<file path="config.mk">
export PLATFORM = sky130hd
export DESIGN_NAME = ceespu_execute_stage
export DESIGN_NICKNAME = d
export VERILOG_FILES = /design/src/rtl/ceespu_pkg.sv /design/src/rtl/ceespu_alu.sv /design/src/rtl/ceespu_execute_stage.sv
export SDC_FILE = /design/constraint.sdc
export NUM_CORES = 2
export LEC_CHECK = 0
export CORE_ASPECT_RATIO = 0.6
export CORE_MARGIN = 2
export CORE_UTILIZATION = 55
export CTS_CLUSTER_SIZE = 28
export DETAILED_ROUTE_END_ITERATION = 8
export HOLD_SLACK_MARGIN = 0.12
export PLACE_DENSITY = 0.77
export SLEW_MARGIN = 20
export SYNTH_ARGS = -nofsm -noshare
export SYNTH_HDL_FRONTEND = slang
export SYNTH_SLANG_ARGS = --single-unit
</file>
<file path="constraint.sdc">
create_clock -name I_clk -period 11.2 [get_ports I_clk]
set_input_delay 2.24 -clock I_clk [delete_from_list [all_inputs] [get_ports I_clk]]
set_output_delay 2.24 -clock I_clk [all_outputs]
set_load 0.02 [all_outputs]
</file>
<file path="src/rtl/ceespu_pkg.sv">
// Shared encodings for the ceespu execute stage: ALU opcodes, branch
// conditions, memory access sizes, writeback sources and carry-in sources.
package ceespu_pkg;

  // ALU opcodes
  localparam logic [3:0] ALU_ADD    = 4'd0;
  localparam logic [3:0] ALU_SUB    = 4'd1;
  localparam logic [3:0] ALU_OR     = 4'd2;
  localparam logic [3:0] ALU_AND    = 4'd3;
  localparam logic [3:0] ALU_XOR    = 4'd4;
  localparam logic [3:0] ALU_SHL    = 4'd5;
  localparam logic [3:0] ALU_SHR    = 4'd6;
  localparam logic [3:0] ALU_SRA    = 4'd7;
  localparam logic [3:0] ALU_MUL    = 4'd8;
  localparam logic [3:0] ALU_SLT    = 4'd9;
  localparam logic [3:0] ALU_SLTU   = 4'd10;
  localparam logic [3:0] ALU_SEXT8  = 4'd11;
  localparam logic [3:0] ALU_SEXT16 = 4'd12;
  localparam logic [3:0] ALU_PASSB  = 4'd13;
  localparam logic [3:0] ALU_LUI    = 4'd14;
  localparam logic [3:0] ALU_ZERO   = 4'd15;

  // Branch conditions, comparing dataA against dataB
  localparam logic [2:0] BR_EQ    = 3'd0;
  localparam logic [2:0] BR_NE    = 3'd1;
  localparam logic [2:0] BR_LT    = 3'd2;
  localparam logic [2:0] BR_GE    = 3'd3;
  localparam logic [2:0] BR_LTU   = 3'd4;
  localparam logic [2:0] BR_GEU   = 3'd5;
  localparam logic [2:0] BR_ALWAYS = 3'd6;
  localparam logic [2:0] BR_NEVER = 3'd7;

  // Memory access size in selMem[1:0]; selMem[2] is the load sign-extend flag
  localparam logic [1:0] MEM_WORD = 2'd0;
  localparam logic [1:0] MEM_HALF = 2'd1;
  localparam logic [1:0] MEM_BYTE = 2'd2;
  localparam logic [1:0] MEM_NONE = 2'd3;
  localparam int         MEM_SIGN_BIT = 2;

  // Writeback source select, interpreted by the writeback stage
  localparam logic [1:0] WB_ALU  = 2'd0;
  localparam logic [1:0] WB_MEM  = 2'd1;
  localparam logic [1:0] WB_LINK = 2'd2;
  localparam logic [1:0] WB_RSVD = 2'd3;

  // Carry-in source select
  localparam logic [1:0] CIN_ZERO     = 2'd0;
  localparam logic [1:0] CIN_ONE      = 2'd1;
  localparam logic [1:0] CIN_CARRY    = 2'd2;
  localparam logic [1:0] CIN_ZERO_ALT = 2'd3;

  // Multiply sequencing states
  localparam logic [0:0] MUL_IDLE = 1'b0;
  localparam logic [0:0] MUL_DONE = 1'b1;

  // True for the opcodes that run through the adder and update the carry flag
  function automatic logic isAddSub(input logic [3:0] op);
    return (op == ALU_ADD) || (op == ALU_SUB);
  endfunction

endpackage

</file>
<file path="src/rtl/ceespu_alu.sv">
// Combinational ALU for the ceespu execute stage. Produces the 32-bit result
// for every opcode and the adder carry-out used for ADD/SUB carry chaining.
module ceespu_alu
  import ceespu_pkg::*;
(
  input  logic [3:0]  aluop,
  input  logic [31:0] dataA,
  input  logic [31:0] dataB,
  input  logic        cin,
  output logic [31:0] result,
  output logic        carryOut
);

  logic [32:0] addSum;
  logic [32:0] subSum;
  logic [4:0]  shamt;

  assign shamt = dataB[4:0];

  // Subtraction adds the inverted operand; an incoming carry of 0 means
  // "no borrow pending", which supplies the +1 of the two's complement
  always_comb begin
    addSum = {1'b0, dataA} + {1'b0, dataB} + {32'd0, cin};
    subSum = {1'b0, dataA} + {1'b0, ~dataB} + {32'd0, ~cin};
  end

  // Opcode decode to result and carry-out
  always_comb begin
    result   = 32'd0;
    carryOut = 1'b0;
    case (aluop)
      ALU_ADD: begin
        result   = addSum[31:0];
        carryOut = addSum[32];
      end
      ALU_SUB: begin
        result   = subSum[31:0];
        carryOut = subSum[32];
      end
      ALU_OR:     result = dataA | dataB;
      ALU_AND:    result = dataA & dataB;
      ALU_XOR:    result = dataA ^ dataB;
      ALU_SHL:    result = dataA << shamt;
      ALU_SHR:    result = dataA >> shamt;
      ALU_SRA:    result = $signed(dataA) >>> shamt;
      ALU_MUL:    result = dataA * dataB;
      ALU_SLT:    result = {31'd0, $signed(dataA) < $signed(dataB)};
      ALU_SLTU:   result = {31'd0, dataA < dataB};
      ALU_SEXT8:  result = {{24{dataB[7]}}, dataB[7:0]};
      ALU_SEXT16: result = {{16{dataB[15]}}, dataB[15:0]};
      ALU_PASSB:  result = dataB;
      ALU_LUI:    result = {dataB[15:0], 16'h0000};
      default:    result = 32'd0;
    endcase
  end

endmodule

</file>
<file path="src/rtl/ceespu_execute_stage.sv">
// ceespu execute stage: ALU with carry chaining, two-cycle multiply with a
// busy handshake, branch condition evaluation, memory address and byte-lane
// generation, and the execute/writeback pipeline register.
module ceespu_execute_stage
  import ceespu_pkg::*;
(
  input  logic        I_clk,
  input  logic        I_rst,
  input  logic [3:0]  I_aluop,
  input  logic [31:0] I_dataA,
  input  logic [31:0] I_dataB,
  input  logic [1:0]  I_selCin,
  input  logic        I_we,
  input  logic [4:0]  I_regD,
  input  logic [1:0]  I_selWb,
  input  logic [13:0] I_PC,
  input  logic        I_branch,
  input  logic [2:0]  I_branchop,
  input  logic        I_memE,
  input  logic        I_memWe,
  input  logic [2:0]  I_selMem,
  input  logic [31:0] I_storeData,
  output logic [15:0] O_memAddress,
  output logic        O_memE,
  output logic [3:0]  O_memWe,
  output logic [31:0] O_StoreData,
  output logic        O_branch,
  output logic        O_busy,
  output logic [31:0] O_aluResult,
  output logic        O_we,
  output logic [4:0]  O_regD,
  output logic [1:0]  O_selWb,
  output logic [2:0]  O_selMem,
  output logic [13:0] O_PC
);

  logic        carryFlag;
  logic [0:0]  mulState;
  logic        aluCin;
  logic [31:0] aluResult;
  logic        aluCarryOut;
  logic        mulStall;
  logic        branchTaken;
  logic [15:0] memAddress;
  logic [3:0]  laneMask;

  // Carry-in source selection
  always_comb begin
    aluCin = 1'b0;
    case (I_selCin)
      CIN_ZERO:  aluCin = 1'b0;
      CIN_ONE:   aluCin = 1'b1;
      CIN_CARRY: aluCin = carryFlag;
      default:   aluCin = 1'b0;
    endcase
  end

  ceespu_alu uAlu (
    .aluop    (I_aluop),
    .dataA    (I_dataA),
    .dataB    (I_dataB),
    .cin      (aluCin),
    .result   (aluResult),
    .carryOut (aluCarryOut)
  );

  // A multiply stalls for exactly its first cycle; the second cycle (state
  // DONE) lets the product through, so back-to-back MULs each stall once
  assign mulStall = (I_aluop == ALU_MUL) && (mulState == MUL_IDLE);
  assign O_busy   = mulStall & ~I_rst;

  // Branch condition evaluation on the raw operands
  always_comb begin
    branchTaken = 1'b0;
    case (I_branchop)
      BR_EQ:     branchTaken = (I_dataA == I_dataB);
      BR_NE:     branchTaken = (I_dataA != I_dataB);
      BR_LT:     branchTaken = ($signed(I_dataA) <  $signed(I_dataB));
      BR_GE:     branchTaken = ($signed(I_dataA) >= $signed(I_dataB));
      BR_LTU:    branchTaken = (I_dataA <  I_dataB);
      BR_GEU:    branchTaken = (I_dataA >= I_dataB);
      BR_ALWAYS: branchTaken = 1'b1;
      default:   branchTaken = 1'b0;
    endcase
  end

  assign O_branch = I_branch & branchTaken & ~I_rst;

  // Only the low 16 address bits reach the data memory, so the address adder
  // is kept 16 bits wide
  assign memAddress   = I_dataA[15:0] + I_dataB[15:0];
  assign O_memAddress = memAddress;
  assign O_memE       = I_memE & ~I_rst;

  // Byte-lane enables for the access size at the current address
  always_comb begin
    laneMask = 4'b0000;
    case (I_selMem[1:0])
      MEM_WORD: laneMask = 4'b1111;
      MEM_HALF: laneMask = memAddress[1] ? 4'b1100 : 4'b0011;
      MEM_BYTE: laneMask = 4'b0001 << memAddress[1:0];
      default:  laneMask = 4'b0000;
    endcase
  end

  assign O_memWe = (I_memE & I_memWe & ~I_rst) ? laneMask : 4'b0000;

  // Store data replicated across all lanes so the enabled lane sees it
  // regardless of the address offset
  always_comb begin
    O_StoreData = I_storeData;
    case (I_selMem[1:0])
      MEM_HALF: O_StoreData = {I_storeData[15:0], I_storeData[15:0]};
      MEM_BYTE: O_StoreData = {4{I_storeData[7:0]}};
      default:  O_StoreData = I_storeData;
    endcase
  end

  // Multiply sequencer: IDLE -> DONE on the stall cycle, back to IDLE after
  always_ff @(posedge I_clk) begin
    if (I_rst) begin
      mulState <= MUL_IDLE;
    end else if (mulStall) begin
      mulState <= MUL_DONE;
    end else begin
      mulState <= MUL_IDLE;
    end
  end

  // Carry flag follows the adder on every ADD/SUB that commits
  always_ff @(posedge I_clk) begin
    if (I_rst) begin
      carryFlag <= 1'b0;
    end else if (!mulStall && isAddSub(I_aluop)) begin
      carryFlag <= aluCarryOut;
    end
  end

  // Execute/writeback register; a multiply stall cycle inserts a bubble
  always_ff @(posedge I_clk) begin
    if (I_rst || mulStall) begin
      O_aluResult <= 32'd0;
      O_we        <= 1'b0;
      O_regD      <= 5'd0;
      O_selWb     <= 2'd0;
      O_selMem    <= 3'd0;
      O_PC        <= 14'd0;
    end else begin
      O_aluResult <= aluResult;
      O_we        <= I_we;
      O_regD      <= I_regD;
      O_selWb     <= I_selWb;
      O_selMem    <= I_selMem;
      O_PC        <= I_PC;
    end
  end

endmodule

</file>
==> flow_summary.toml <==
[cells_and_area]
nets = 4332
mostFrequentLayoutCell = "nor2_1"
seq_area_mm2 = 0.00118
syn_to_final_growth_pct = 13.5
multiInputGateArea_mm2 = 0.0230
fill_cells = 4201
drive_above_1_share = 0.0738
final_cell_mix = "514 x nor2_1, 477 x inv_1, 413 x fa_1, 348 x nand2_1, 242 x clkdlybuf4s50_1"

[die]
row_count = 62
fp.dieArea_mm2 = 0.0508
core_region_area_mm2 = 0.0481
die_h_um = 175
ios = 247
dieWidth_um = 290
initial_utilization = 0.560

[global_routing]
grt_usage = 0.532
grt_max_degree = 59
grt_pass1_wl_mm = 193
antenna_found_initial = 10
grt-ovfl-total = 0
grt_pass1_vias = 27338

[worst_setup_path]
end_kind = "flop"
cpPeakStageDelay_ns = 0.83
crit_top_cell = "fa_1"
slowest_stage = "clkdlybuf4s50_1"
cp_cell_sequence = "clkdlybuf4s50_1 > inv_1 > nor2_1 > fa_1 > inv_1 > fa_1 > fa_1 > fa_1 > inv_1 > ha_1 > ha_1 > fa_1 > fa_1 > ha_1 > a21oi_1 > nor3b_1 > a2111oi_0 > buf_4 > o21a_1 > or4_1 > mux2i_1 > nand2_1 > and3b_1 > a21oi_1"
crit_type = "in -> reg"
arrival_ns = 10.76
critPathMaxFanout = 14
required_ns = 11.48
cp-start-kind = "input pin"

[sta]
slew_violations = 0
setup_tns_ns = 0
layout_min_cycle_time_ns = 10.48
setup-violations-final = 0
worst_pin_slew_ns = 1.25
fmax_ghz = 0.0955
finClkSkew_ns = 0.00739
final_hold_viol_count = 0
relSlewSlack = 0.158
rsz0062_at_grt = "false"
finalCritPeriodShare = 0.935

[place]
gp_congestion = 1.12
place.detailed.hpwl_mm = 109
io_buffers = 246

[clock_tree]
clkLatencyLatePin_ns = 0.35
cts_hold_buf = 0
cts_buffers = 9
clk_pin_slew_ns = 0.06
cts-root-buf = "clkbuf_16"
cts.sinks = 59
post_cts_buffers = 0
cts_resized = 0
h-tree-depth = 3
cts_tree = "built"
cts_max_path_buffers = 2

[routing]
vias_per_cell = 6.81
drc = 0
wirelength_mm = 136
ant_nets = 0
wl_per_cell_um = 32.3
drt_iter0_markers = 5200
vias = 28631
dr.pass1.iters = 7

[logic_synthesis]
seq_area_frac_synth = 0.0439
yosysTopAreaCellShare = 0.307
yosysUniqueCellTypes = 99
synth-edff-count = 0
synth_seq_cells = 59
synth_area_leaders = "fa_1 31%, ha_1 10%, nor2_1 7.2%"
synth_fp_nets = 4170
yosysWarnings = 0
yosys_most_used_dff = "dfxtp_1"
syn_area_mm2 = 0.0269
syn_inst = 3396
synth_top_cell_by_area = "fa_1"
syn_avg_cell_area_um2 = 7.93
synthArstFlopShare = 0

[run]
maxCapViolations = 0

[hold_path]
hp-class = "reg -> reg"

[outcome]
outcome = "complete, no violations"
[Yosys cell counts (all sizes together) (18+ instances only)]
master / number
nor2: 517
inv: 488
fa: 413
nand2: 349
ha: 226
a21oi: 182
clkbuf: 153
o21ai: 117
xnor2: 81
buf: 78
dfxtp: 59
mux4: 51
mux2i: 47
nor3: 46
and2: 35
nand3: 35
a31oi: 31
a221oi: 29
a211oi: 25
a22oi: 25
o22ai: 25
nand2b: 22
a21o: 21
nand4: 19
o2111ai: 18
o31ai: 18
or3: 18
xor2: 18
[path summary, 6_finish.rpt]
path                           endpoint  slack [ns]  depth (start not counted)                   start
max reg2reg      carryFlag$_SDFFE_PP0P_        5.82                         15  carryFlag$_SDFFE_PP0P_
min                 mulState$_SDFF_PP0_        0.45                          1     mulState$_SDFF_PP0_
min reg2reg         mulState$_SDFF_PP0_        0.45                          1     mulState$_SDFF_PP0_
max          O_aluResult[29]$_SDFF_PP0_        0.72                         24              I_dataA[8]
[flip-flops by register name, indices dropped and copies added (netlist names)]
register     cells
O_aluResult     32
O_PC            14
O_selWb          2
carryFlag        1
O_selMem         3
O_we             1
mulState         1
O_regD           5
[area by class of cell]
cell class | count | area share
multi-input cells | 2605 | 0.751
repair buffers | 382 | 0.114
inverters | 501 | 0.0615
flip-flops and latches | 59 | 0.0386
well taps | 640 | 0.0262
clock buffers | 11 | 0.00761
clock inverters | 5 | 0.000982
diodes | 3 | 0.000246
[critical path: cells and delay by family]
kind	cells	cell delay [ns]
mux	1	0.47
compound gates	4	0.81
simple gates	5	1.39
buf+inv	5	1.91
fa+ha+maj	9	3.90
[kinds of logic (layout without fill, tap and decap cells)]
logic type / count (synthesis) / in the layout / share of synthesized area
and+or+nand+nor: 1101 / 1101 / 0.175
buffers and inverters: 732 / 899 / 0.105
AOI/OAI and AO/OA: 659 / 659 / 0.167
adders and majority gates: 639 / 639 / 0.412
muxes: 106 / 106 / 0.0635
xor gates and xnor gates: 100 / 100 / 0.0330
DFF: 59 / 59 / 0.0439
other: 0 / 3 / 0
[metrics by stage]
step | instance area, um2 | hold WS, ns | setup WS (ns) | utilization | instances
floorplan | 26900 | 0.421 | 1.22 | - | 3396
global placement | 30300 | 0.437 | 0.861 | 0.630 | 4187
detailed placement | 30300 | 0.442 | 0.745 | 0.630 | 4187
CTS | 30600 | 0.451 | 1.09 | 0.635 | 4203
global route | 30600 | 0.485 | 0.630 | 0.635 | 4204
finish | 30600 | 0.452 | 0.724 | 0.636 | 4206
[per-layer routing]
layer	track usage	vias to the layer above	share of wire
met2	0.666	2738	0.36
met3	0.319	586	0.20
met1	0.718	13769	0.37
met4	0.239	8	0.066
met5	0.00673	-	0.00035
li1	-	11530	-
Power is left out: the tool's default activity adds up to more than one toggle a clock period on the data nets, which glitch-free logic cannot reach.
